--- config.mk ---
export PLATFORM = sky130hd
export DESIGN_NAME = mem_port_arbiter
export DESIGN_NICKNAME = d
export VERILOG_FILES = /design/src/rtl/mem_port_arbiter.sv
export SDC_FILE = /design/constraint.sdc
export NUM_CORES = 1
export LEC_CHECK = 0
export CAP_MARGIN = 20
export CORE_ASPECT_RATIO = 0.6
export CORE_MARGIN = 3
export CORE_UTILIZATION = 35
export CTS_BUF_LIST = sky130_fd_sc_hd__clkbuf_4
export CTS_CLUSTER_SIZE = 20
export DETAILED_ROUTE_END_ITERATION = 12
export DONT_BUFFER_PORTS = 1
export SLEW_MARGIN = 25
export SYNTH_ARGS = -nofsm -noshare
export SYNTH_HDL_FRONTEND = slang
export SYNTH_SLANG_ARGS = --single-unit
export TNS_END_PERCENT = 100
--- constraint.sdc ---
create_clock -name Clk -period 4.1 [get_ports Clk]
set_clock_uncertainty 0.1 [all_clocks]
set_input_delay 0.82 -clock Clk [delete_from_list [all_inputs] [get_ports Clk]]
set_output_delay 0.82 -clock Clk [all_outputs]
set_load 0.01 [all_outputs]
--- src/rtl/mem_port_arbiter.sv ---
// mem_port_arbiter: round-robin sharing of one unified memory port between
// instruction fetch (top-relative) and data load/store (bottom-relative).
module mem_port_arbiter #(
    parameter int wordNumber = 64,
    parameter int n = 32,
    parameter int m = 6
) (
    input  logic         Clk,
    input  logic         Reset,
    input  logic         instrReq,
    input  logic [m-1:0] instrAddr,
    output logic [n-1:0] instrRdata,
    output logic         instrValid,
    input  logic         dataReq,
    input  logic         dataWe,
    input  logic [m-1:0] dataAddr,
    input  logic [n-1:0] dataWdata,
    output logic [n-1:0] dataRdata,
    output logic         dataValid,
    output logic [m-1:0] memAddr,
    output logic [n-1:0] memWdata,
    output logic         memWe,
    input  logic [n-1:0] memRdata
);
    typedef enum logic [1:0] {IDLE, GNT_I, GNT_D} state_t;
    localparam logic [m-1:0] TOP = m'(wordNumber - 1);
    state_t state, nxt;
    logic last_d;
    logic [m-1:0] i_addr, d_addr;
    logic d_we;
    logic [n-1:0] d_wdata;
    always_ff @(posedge Clk) begin
        if (Reset) begin
            state  <= IDLE;
            last_d <= 1'b0;
        end else begin
            state <= nxt;
            if (nxt != IDLE) last_d <= (nxt == GNT_D);
        end
    end
    // the requester being served is excluded, so a GNT state never repeats itself
    always_comb begin
        nxt = state == GNT_I ? (dataReq ? GNT_D : IDLE) :
              state == GNT_D ? (instrReq ? GNT_I : IDLE) :
              (instrReq & dataReq) ? (last_d ? GNT_I : GNT_D) :
              dataReq ? GNT_D : instrReq ? GNT_I : IDLE;
    end
    always_comb begin
        memAddr  = state == GNT_I ? i_addr : state == GNT_D ? TOP - d_addr : '0;
        memWdata = state == GNT_D ? d_wdata : '0;
        memWe    = (state == GNT_D) & d_we & ~Reset;
    end
    always_ff @(posedge Clk) begin
        if (Reset) begin
            i_addr     <= '0;
            d_addr     <= '0;
            d_we       <= 1'b0;
            d_wdata    <= '0;
            instrValid <= 1'b0;
            dataValid  <= 1'b0;
            instrRdata <= '0;
            dataRdata  <= '0;
        end else begin
            if (nxt == GNT_I) i_addr <= instrAddr;
            if (nxt == GNT_D) begin
                d_addr  <= dataAddr;
                d_we    <= dataWe;
                d_wdata <= dataWdata;
            end
            instrValid <= state == GNT_I;
            dataValid  <= state == GNT_D;
            if (state == GNT_I) instrRdata <= memRdata;
            if (state == GNT_D && !d_we) dataRdata <= memRdata;
        end
    end
endmodule
==> flow_summary.yaml <==
clock_tree:
  cts_htree_levels: 4
  cts_hold_buffers: 0
  cts_tree: "done"
  cts_resized: 0
  cts_buffer_depth: 2
  cts_setup_buffers: 0
  clkLatencyLatePin_ps: 480
  cts_sinks: 114
  cts_made_buffers: 17
  path_clk_slew_ps: 120
  root_buffer: "clkbuf_4"
synthesis:
  synth_fp_nets: 810
  synth-edff-count: 0
  synth_top_area_cell: "dfxtp_1"
  synth_common_cells: "nand2_1, dfxtp_1, a21oi_1"
  yosys_most_used_dff: "dfxtp_1"
  synth_top_area_frac: 0.4003
  synth.most_common_cell: "nand2_1"
  syn_inst: 729
  synth_area_leaders: "dfxtp_1, nand2_1, a41oi_1"
  synth_cell_types: 22
  ys_ff_latch: 114
  postSynthAreaPerCell_sq_um: 7.821
  synth-warning-count: 0
  ys_async_sr_fraction: 0
  seq_area_frac_synth: 0.4003
  synth_area_sq_um: 5702
global_route:
  grt_max_degree: 159
  track_usage: 0.1842
  antenna_found_initial: 1
  grt_pass1_wl_mm: 26.85
  grt_pass1_vias: 4936
  grt-ovfl-total: 0
cells_and_area:
  fillers: 1611
  final_layout_size_suffix_gt1_frac: 0.06204
  fin_nets: 746
  seqCellArea_sq_um: 2282
  antennaDiodeCount: 0
  multiInputGateArea_sq_um: 3039
  post-route-util: 0.3794
  area_delta_synth_final_pct: 4.016
critical_path:
  crit_fanout: 118
  r2r-start: "state[1]$_SDFF_PP0_"
  start_kind: "register"
  path_delay_family: "simple AND/OR/NAND/NOR gates"
  rr_endpoint: "d_wdata[1]$_SDFFE_PP0N_"
  startpoint: "state[1]$_SDFF_PP0_"
  r2r_slack_ps: 1840
  worst-path-stages: 3
  reg2reg_depth: 4
  crit_arrival_ps: 1820
  endpoint_kind: "output port"
  worst-path-buf-inv: 1
  critPathKind: "reg2out"
  path_cells: "nor2b_4, buf_12, and2_1"
  crit_slowest_cell: "dfxtp_1"
  critPathRequiredTime_ps: 3180
  slowest_delay_ps: 450
timing:
  tns_ps: 0
  min_period_over_period: 0.6692
  tightestPinTransition_ps: 983.4
  slew_headroom: 0.3444
  rsz0062_at_grt: "false"
  setup_viol: 0
  finalCriticalPeriod_ps: 2744
  max_freq_mhz: 364.5
  final-max-slew-violation-count: 0
  hold_viol_final: 0
power:
  power_density_nw_per_um2: 400.2
  p_leak_uw: 0.001972
  peakVddDrop_mv: 0.1581
worst_hold_path:
  worstHoldPathCells: 2
  hold_end: "instrRdata[5]$_SDFFE_PP0P_"
  worstHoldStart: "memRdata[5]"
  min_path_type: "in2reg"
floorplan:
  core-area_sq_um: 15630
  dieArea_sq_um: 17910
  io_pins: 186
  fp.dieH_microns: 104.9
  floorplan.rows: 35
  initial_core_util: 0.3647
  die_x_microns: 170.8
routing:
  drt-total-wl_mm: 16.60
  via_per_inst: 6.069
  vias: 5341
  drt_pass1_iterations: 5
  drc: 0
  ant_nets: 0
  drt_iter0_markers: 454
  wl_per_cell_microns: 18.86
flow_run:
  drv_cap: 0
placed_design:
  gp_congestion: 0.7729
  place_hpwl_mm: 10.24
  portBuffers: 0
run_status:
  status: "complete, no violations"
[layout make-up]
type | instances | area share
clock buffers | 18 | 0.02278
repair buffers | 8 | 0.01224
clock inverters | 13 | 0.02426
inverters | 1 | 0.0006329
flip-flops and latches | 114 | 0.3848
multi-input cells | 523 | 0.5124
well taps | 203 | 0.04283
[power breakdown]
group / leakage (uW) / total, uW / switching [uW] / internal (uW)
Combinational: 0.000892 / 259 / 163 / 96.4
Sequential: 0.000933 / 1260 / 72.0 / 1180
Clock: 0.000148 / 857 / 441 / 416
[placed cells by master (no fill, tap or decap)]
cell / n
a211oi_1: 1
a21oi_1: 65
a41oi_1: 45
and2_1: 32
and2_4: 1
and3_1: 3
buf_12: 1
buf_4: 7
bufinv_16: 3
clkbuf_4: 18
clkinv_1: 4
clkinv_2: 3
clkinv_4: 1
clkinvlp_4: 2
dfxtp_1: 114
inv_2: 1
nand2_1: 179
nand2b_1: 1
nand2b_2: 1
nand3_1: 45
nor2_1: 2
nor2b_1: 1
nor2b_4: 2
nor3b_1: 45
nor3b_2: 1
o2111ai_1: 45
o21ai_0: 8
or3b_2: 1
or4_1: 45
[worst max path at each step]
stage                     slack (ps)                       end
after floorplan                 1540                     memWe
after global placement          1710  d_wdata[26]$_SDFFE_PP0N_
after detailed placement        1640  d_wdata[25]$_SDFFE_PP0N_
after CTS                       1310                     memWe
after global routing            1170              memWdata[30]
final                           1360              memWdata[30]
[stage by stage]
step	worst slack, ps	hold WS [ps]	total power (uW)	instance area [sq um]	std cells
after floorplan	1539	380.5	1513	5702	729
after global placement	1706	389.1	1527	5650	849
after detailed placement	1636	391.0	1543	5650	849
after CTS	1310	228.8	2416	5929	880
after global routing	1165	232.7	2512	5931	880
final	1356	352.0	2373	5931	880
[logic make-up (layout without fill, tap and decap cells)]
group	Yosys count	count (layout)	synth area share
buffers and inverters	92	40	0.07110
AO/OA/AOI/OAI	164	164	0.2036
AND/OR/NAND/NOR	359	359	0.3250
flip-flops	114	114	0.4003
[flip-flops by register name, indices dropped and copies added (netlist names)]
signal,cells
d_addr,6
d_wdata,32
d_we,1
dataRdata,32
dataValid,1
i_addr,6
instrRdata,32
instrValid,1
last_d,1
state,2
[routing by layer]
layer,global-route usage,routed length [microns]
met3,0.08129,1663
met4,0.03993,102
met1,0.2493,7461
met2,0.2705,7310
met5,0,60
[worst reg2reg max path: cells and delay by family, from the launching register on]
family          cells  cell delay (ps)
compound gates      1              210
buf+inv             1              500
flops               1              450
simple gates        2              950
Power figures use the tool's default switching activity.
